### config.mk
export PLATFORM = sky130hd
export DESIGN_NAME = ps2_receiver
export DESIGN_NICKNAME = d
export VERILOG_FILES = /design/src/rtl/ps2_pkg.sv /design/src/rtl/ps2_serial_tx.sv /design/src/rtl/ps2_receiver.sv
export SDC_FILE = /design/constraint.sdc
export NUM_CORES = 1
export LEC_CHECK = 0
export CORE_MARGIN = 2
export CORE_UTILIZATION = 60
export DETAILED_ROUTE_END_ITERATION = 12
export PLACE_DENSITY = 0.8
export SLEW_MARGIN = 20
export SYNTH_ARGS = -nofsm -noshare
export SYNTH_HDL_FRONTEND = slang
export SYNTH_HIERARCHICAL = 1
export SYNTH_SLANG_ARGS = --single-unit
### constraint.sdc
create_clock -name Clk -period 2.59 [get_ports Clk]
set_input_delay 0.777 -clock Clk [delete_from_list [all_inputs] [get_ports Clk]]
set_output_delay 0.777 -clock Clk [all_outputs]
set_load 0.02 [all_outputs]
### src/rtl/ps2_pkg.sv
// Shared frame layout constants, transmitter state encoding and the frame
// validity rule for the PS/2 receiver.
package ps2_pkg;

  localparam int FRAME_BITS = 11;
  localparam int START_IDX  = 0;
  localparam int DATA_LSB   = 1;
  localparam int DATA_MSB   = 8;
  localparam int PAR_IDX    = 9;
  localparam int STOP_IDX   = 10;

  typedef enum logic [1:0] {
    TX_IDLE  = 2'd0,
    TX_WAIT  = 2'd1,
    TX_SHIFT = 2'd2
  } tx_state_t;

  // The frame is good when start is low, stop is high, and data plus parity
  // hold an odd number of ones.
  function automatic logic frame_good(input logic [FRAME_BITS-1:0] f);
    return (f[START_IDX] == 1'b0) && (f[STOP_IDX] == 1'b1) && (^f[PAR_IDX:DATA_LSB]);
  endfunction

endpackage

### src/rtl/ps2_serial_tx.sv
// Free-running serial clock divider plus a byte transmitter that shifts data
// LSB first, changing bits on serial_clk falling edges only.
module ps2_serial_tx
  import ps2_pkg::*;
#(
  parameter int SER_DIV = 4
) (
  input  logic       clk,
  input  logic       rst_n,
  input  logic       load,
  input  logic [7:0] load_data,
  output logic       serial_clk,
  output logic       serial_clk_out,
  output logic       serial_out
);

  localparam int DIV_W = (SER_DIV > 1) ? $clog2(SER_DIV) : 1;

  logic [DIV_W-1:0] div_cnt_reg;
  logic             sclk_reg;
  logic             div_wrap;
  logic             sclk_fall;

  tx_state_t        state_reg, state_next;
  logic [7:0]       byte_reg, byte_next;
  logic [2:0]       idx_reg, idx_next;
  logic             sout_reg, sout_next;

  assign div_wrap  = (div_cnt_reg == DIV_W'(SER_DIV - 1));
  assign sclk_fall = div_wrap & sclk_reg;

  always_ff @(posedge clk or negedge rst_n) begin
    if (!rst_n) begin
      div_cnt_reg <= '0;
      sclk_reg    <= 1'b0;
      state_reg   <= TX_IDLE;
      byte_reg    <= '0;
      idx_reg     <= '0;
      sout_reg    <= 1'b1;
    end else begin
      if (div_wrap) begin
        div_cnt_reg <= '0;
        sclk_reg    <= ~sclk_reg;
      end else begin
        div_cnt_reg <= div_cnt_reg + 1'b1;
      end
      state_reg <= state_next;
      byte_reg  <= byte_next;
      idx_reg   <= idx_next;
      sout_reg  <= sout_next;
    end
  end

  // Bits leave from byte_reg[0]; the register shifts right as each bit goes out.
  always_comb begin
    state_next = state_reg;
    byte_next  = byte_reg;
    idx_next   = idx_reg;
    sout_next  = sout_reg;
    case (state_reg)
      TX_IDLE: begin
        if (load) begin
          byte_next  = load_data;
          state_next = TX_WAIT;
        end
      end
      TX_WAIT: begin
        if (sclk_fall) begin
          sout_next  = byte_reg[0];
          byte_next  = {1'b0, byte_reg[7:1]};
          idx_next   = '0;
          state_next = TX_SHIFT;
        end
      end
      TX_SHIFT: begin
        if (sclk_fall) begin
          if (idx_reg == 3'd7) begin
            sout_next  = 1'b1;
            state_next = TX_IDLE;
          end else begin
            sout_next = byte_reg[0];
            byte_next = {1'b0, byte_reg[7:1]};
            idx_next  = idx_reg + 1'b1;
          end
        end
      end
      default: begin
        sout_next  = 1'b1;
        state_next = TX_IDLE;
      end
    endcase
  end

  assign serial_clk     = sclk_reg;
  assign serial_clk_out = (state_reg == TX_SHIFT) & sclk_reg;
  assign serial_out     = sout_reg;

endmodule

### src/rtl/ps2_receiver.sv
// PS/2 device-to-host receiver: synchronises the PS/2 lines, assembles and
// checks 11-bit frames, and forwards good data bytes to the serial transmitter.
module ps2_receiver
  import ps2_pkg::*;
#(
  parameter int TIMEOUT_CYCLES = 1000,
  parameter int SER_DIV        = 4
) (
  input  logic                  Clk,
  input  logic                  nReset,
  input  logic                  ps2_nclk,
  input  logic                  ndata,
  output logic [FRAME_BITS-1:0] serial_data,
  output logic                  valid,
  output logic                  led,
  output logic                  serial_clk,
  output logic                  serial_clk_out,
  output logic                  serial_out
);

  localparam int IDLE_W = $clog2(TIMEOUT_CYCLES + 1);

  // Index 0 carries the PS/2 clock, index 1 the PS/2 data.
  logic [1:0] sync_in;
  logic [1:0] s1_reg;
  logic [1:0] s2_reg;

  assign sync_in = {ndata, ps2_nclk};

  generate
    for (genvar gi = 0; gi < 2; gi++) begin : g_sync
      always_ff @(posedge Clk or negedge nReset) begin
        if (!nReset) begin
          s1_reg[gi] <= 1'b1;
          s2_reg[gi] <= 1'b1;
        end else begin
          s1_reg[gi] <= sync_in[gi];
          s2_reg[gi] <= s1_reg[gi];
        end
      end
    end
  endgenerate

  logic                  clk_prev_reg;
  logic [FRAME_BITS-1:0] shift_reg;
  logic [3:0]            bit_cnt_reg;
  logic [IDLE_W-1:0]     idle_cnt_reg;
  logic [FRAME_BITS-1:0] serial_data_reg;
  logic                  valid_reg;
  logic                  led_reg;

  logic                  fall;
  logic                  last_bit;
  logic [FRAME_BITS-1:0] shifted;

  assign fall     = clk_prev_reg & ~s2_reg[0];
  assign last_bit = (bit_cnt_reg == 4'(FRAME_BITS - 1));
  assign shifted  = {s2_reg[1], shift_reg[FRAME_BITS-1:1]};

  always_ff @(posedge Clk or negedge nReset) begin
    if (!nReset) begin
      clk_prev_reg    <= 1'b1;
      shift_reg       <= '0;
      bit_cnt_reg     <= '0;
      idle_cnt_reg    <= '0;
      serial_data_reg <= '0;
      valid_reg       <= 1'b0;
      led_reg         <= 1'b0;
    end else begin
      clk_prev_reg <= s2_reg[0];
      valid_reg    <= 1'b0;
      if (fall) begin
        idle_cnt_reg <= '0;
        if (last_bit) begin
          serial_data_reg <= shifted;
          shift_reg       <= '0;
          bit_cnt_reg     <= '0;
          valid_reg       <= frame_good(shifted);
          led_reg         <= ~frame_good(shifted);
        end else begin
          shift_reg   <= shifted;
          bit_cnt_reg <= bit_cnt_reg + 1'b1;
        end
      end else if (bit_cnt_reg != 4'd0) begin
        // A stalled partial frame is discarded; the last good frame stays visible.
        if (idle_cnt_reg == IDLE_W'(TIMEOUT_CYCLES - 1)) begin
          idle_cnt_reg <= '0;
          bit_cnt_reg  <= '0;
          shift_reg    <= '0;
          led_reg      <= 1'b1;
        end else begin
          idle_cnt_reg <= idle_cnt_reg + 1'b1;
        end
      end else begin
        idle_cnt_reg <= '0;
      end
    end
  end

  assign serial_data = serial_data_reg;
  assign valid       = valid_reg;
  assign led         = led_reg;

  // The transmitter sees each good frame one cycle after valid rises; frames
  // arriving while it is busy are ignored there.
  ps2_serial_tx #(
    .SER_DIV(SER_DIV)
  ) u_tx (
    .clk           (Clk),
    .rst_n         (nReset),
    .load          (valid_reg),
    .load_data     (serial_data_reg[DATA_MSB:DATA_LSB]),
    .serial_clk    (serial_clk),
    .serial_clk_out(serial_clk_out),
    .serial_out    (serial_out)
  );

endmodule

==> summary by stage, run 1 <==
Worst setup path
The worst path buffer plus inverter count is 1. At the worst endpoint, the required time is between 1.5 and 2 ns. STA classifies the critical path endpoint as an output pin. STA classifies the critical path startpoint as a flop.

The library cell contributing the largest single delay on the critical path is sky130_fd_sc_hd__clkdlybuf4s50_1. The delay of the slowest cell on the worst path is roughly 0.66 ns. In this run the worst path has a maximum fanout of 8. Data on the critical path arrives at its endpoint at about 1.5 ns. Traced cell by cell, the critical path runs through clkdlybuf4s50_1. The worst setup path is of the flop to output pin kind.

Among cell families on the critical path, the largest total delay comes from buffers and inverters.

Power and ir drop
The power per unit of standard cell area is 956 nW/um2. The worst ir drop on vdd is roughly 0.54 mV. The analysis attributes to cell leakage a power of around 0.0015 uW.

Global routing
The number of global-route vias before repair is 1728. The total global routing track utilization is 0.209. Entering global routing, the biggest net connects 24 pins. The initial antenna violation count was 0.

The wire length of the first global-routing pass is around 8100 um. The leftover overflow at the end of global routing is 0.

Logic synthesis
The synthesized netlist net count is 224. The most numerous cell in the Yosys netlist is sky130_fd_sc_hd__dfrtp_1. After synthesis, the mean cell area works out to between 10 and 15 um2. In this run, synthesis inferred 0 flip-flops with an integrated enable.

After synthesis, the most frequently instantiated cells are sky130_fd_sc_hd__dfrtp_1, sky130_fd_sc_hd__mux2_2, sky130_fd_sc_hd__nor2_1, sky130_fd_sc_hd__xnor2_1, sky130_fd_sc_hd__ha_1. Yosys attributes the largest share of cell area to sky130_fd_sc_hd__dfrtp_1, sky130_fd_sc_hd__mux2_2, sky130_fd_sc_hd__dfstp_2, sky130_fd_sc_hd__ha_1, sky130_fd_sc_hd__mux2_4. For this run, asynchronously set or reset flops after synthesis account for 1.00. After synthesis the cells add up to 2760 um2. After synthesis, the netlist uses 43 different library cells. For this run, the number of Yosys warnings is 6. The post-synthesis register bit count is 59. Of the synthesized area, sequential elements account for 0.538. The number of instances in the synthesized netlist is around 210. For this run, the leading register cell type out of synthesis is sky130_fd_sc_hd__dfrtp_1. sky130_fd_sc_hd__dfrtp_1 takes more of the synthesized area than any other cell.

Of the post-synthesis cell area, the dominant cell type holds 0.481.

Floorplanning
The initial core utilization is 0.630. The width of the chip is between 70 and 80 um. The die covers 5160 um2. The core region is 4380 um2. The die is 71.8 um tall.

The top-level port count is 20. The initialized floorplan defines 24 standard-cell rows.

Routing
The count of nets left with antenna violations once routing finished came out at 0. The DRC violation count after routing is 0. For this block, the initial DRC count from the detailed router was 77. The average wire per cell in the routed design is ~16 um. The post-detailed-route via-to-cell ratio is roughly 5.6. The via count of the routed design is about 1600.

After detailed routing, the total wire length is 4540 um. The pre-antenna-repair detailed-routing pass consisted of 4 iterations.

STA
For the final routed database, the setup TNS stands at 0 ns. Derived from the worst setup path, the maximum achievable clock frequency is approximately 440 MHz. Setup repair after global routing left no endpoint under its margin. The post-route clock period utilization is 0.880.

For the pin with the worst max-slew slack, the measured transition is between 0.5 and 0.6 ns. The count of pins over their slew limit came to 0. Headroom to the max-slew limit came out at 0.643. Setup violations remaining at the end of the flow were counted as 0. The clock period minus final worst setup slack is about 2.3 ns. Between clock sinks in the finished design, the worst skew comes to ~0.0072 ns. The final number of hold-violating endpoints is 0.

Finish
The number of flip-flops under the largest register name is 11. Of the cells placed in the final design, the portion with a size suffix greater than 1 is 0.283. The number of antenna diodes in the final layout is 0.

The area growth from synthesis to final layout is 15.3%. After filler insertion, the fill cell instance count of the layout stands at between 300 and 400. Excluding fillers, the count of instances in the completed layout stands at 292.

The final layout contains 250 nets.

Clocking
The number of buffers created by CTS is 9. Clock tree synthesis found a total of between 50 and 60 sinks. The hold-fix buffer count after cts is 0. The clock transition at the register clock pins on the worst setup and hold paths after CTS is around 0.06 ns.

In this run the deepest clock path goes through 2 buffers. In this run the post-CTS setup repair buffer count came out at 0. Gates resized during post-CTS repair numbered 0. The insertion delay of the later-clocked pin in the worst-skew pair is between 0.3 and 0.4 ns. TritonCTS built the clock tree. The deepest level of the CTS H-tree is 3. The cell sitting at the root of the clock tree is a sky130_fd_sc_hd__clkbuf_8.

Outcome
The flow ran to the end, and the final reports show no timing, DRC or antenna violations.

Hold path
The path class of the lowest-slack min-delay path is flop to flop.

Placement
The placer's final routability congestion estimate is 0.790. Buffers placed on the I/O ports in this run total 19. The cell count after placement is around 280. Summed over all nets, the half-perimeter wirelength after detailed placement is 3170 um.

Job
Across the run, the number of max-cap violations was 0.
==> area by class of cell <==
| class | count | area [um2] | share of cell area |
|---|---|---|---|
| Sequential cell | 59 | 1480 | 0.466 |
| Inverter | 7 | 26.3 | 0.00826 |
| Multi-Input combinational cell | 134 | 1190 | 0.373 |
| Timing Repair Buffer | 24 | 225 | 0.0708 |
| Tap cell | 52 | 65.1 | 0.0204 |
| Clock inverter | 5 | 52.6 | 0.0165 |
| Clock buffer | 11 | 141 | 0.0444 |
==> power breakdown <==
group	switching [uW]	total, uW	internal (uW)	leakage, uW
combinational	459	963	503	0.000667
sequential	160	1270	1110	0.000772
clock	346	811	465	0.0000991
==> metrics by stage <==
stage                     setup WS, ns  total power (uW)  utilization  instance area [um2]  hold slack, ns
final                            0.311              3040        0.726                 3180           0.357
after global routing             0.252              3220        0.726                 3180           0.364
after CTS                       0.0367              3080        0.725                 3180           0.358
after detailed placement         0.421              2250        0.681                 2990           0.347
after global placement           0.447              2180        0.681                 2990           0.348
after floorplan                  0.859              2000            -                 2760           0.345
==> routing by layer <==
metal  global-route usage  share of wire  vias up
li1                     -              -      788
met1                0.261           0.46      824
met2                0.328           0.49       20
met3               0.0788          0.038        5
met4               0.0860          0.013        0
met5                    0              0        -
==> cells in the final DEF (no fill, tap or decap), types with 2 or more instances in the layout <==
| cell | Yosys | routed |
|---|---|---|
| sky130_fd_sc_hd__dfrtp_1 | 53 | 53 |
| sky130_fd_sc_hd__mux2_2 | 20 | 20 |
| sky130_fd_sc_hd__clkdlybuf4s50_1 | 0 | 17 |
| sky130_fd_sc_hd__nor2_1 | 15 | 15 |
| sky130_fd_sc_hd__xnor2_1 | 12 | 12 |
| sky130_fd_sc_hd__ha_1 | 11 | 11 |
| sky130_fd_sc_hd__a22o_1 | 10 | 10 |
| sky130_fd_sc_hd__clkbuf_8 | 0 | 10 |
| sky130_fd_sc_hd__mux2_4 | 8 | 8 |
| sky130_fd_sc_hd__inv_1 | 7 | 7 |
| sky130_fd_sc_hd__nand3_1 | 6 | 6 |
| sky130_fd_sc_hd__o21ai_0 | 6 | 6 |
| sky130_fd_sc_hd__dfstp_2 | 6 | 6 |
| sky130_fd_sc_hd__nand2_1 | 5 | 5 |
| sky130_fd_sc_hd__a22o_2 | 5 | 5 |
| sky130_fd_sc_hd__buf_4 | 2 | 5 |
| sky130_fd_sc_hd__xor2_1 | 4 | 4 |
| sky130_fd_sc_hd__nand2b_1 | 3 | 3 |
| sky130_fd_sc_hd__nor2b_1 | 3 | 3 |
| sky130_fd_sc_hd__clkinv_2 | 0 | 3 |
| sky130_fd_sc_hd__and3_1 | 2 | 2 |
| sky130_fd_sc_hd__nor3_1 | 2 | 2 |
| sky130_fd_sc_hd__nand3b_1 | 2 | 2 |
==> path summary, 6_finish.rpt <==
| path | slack [ns] | start | end | cells past startpoint |
|---|---|---|---|---|
| worst max-delay path | 0.31 | u_tx/serial_clk | serial_clk | 1 |
| worst min-delay path | 0.36 | s1_reg[1] | s2_reg[1] | 0 |
| worst max register to register | 0.76 | bit_cnt_reg[0] | led | 6 |
| worst min register to register | 0.36 | s1_reg[1] | s2_reg[1] | 0 |
| max in group asynchronous | 1.46 | nReset | clk_prev_reg | 2 |
| min in group asynchronous | 0.40 | nReset | u_tx/state_reg[0] | 1 |
==> logic make-up (layout without fill, tap and decap cells) <==
logic type | count (synthesis) | count (layout) | synth area share
compound gates | 30 | 30 | 0.0975
buf+inv | 16 | 47 | 0.0322
mux | 29 | 29 | 0.129
flops | 59 | 59 | 0.538
fa+ha+maj | 11 | 11 | 0.0499
xor+xnor | 17 | 17 | 0.0589
simple gates | 47 | 47 | 0.0952
Power figures use the tool's default switching activity.
==> run 2: changes to the inputs <==
- CTS_CLUSTER_DIAMETER: unset -> 80
==> results of run 2 <==
No change in the layout: final DEF, timing and power equal those of run 1.
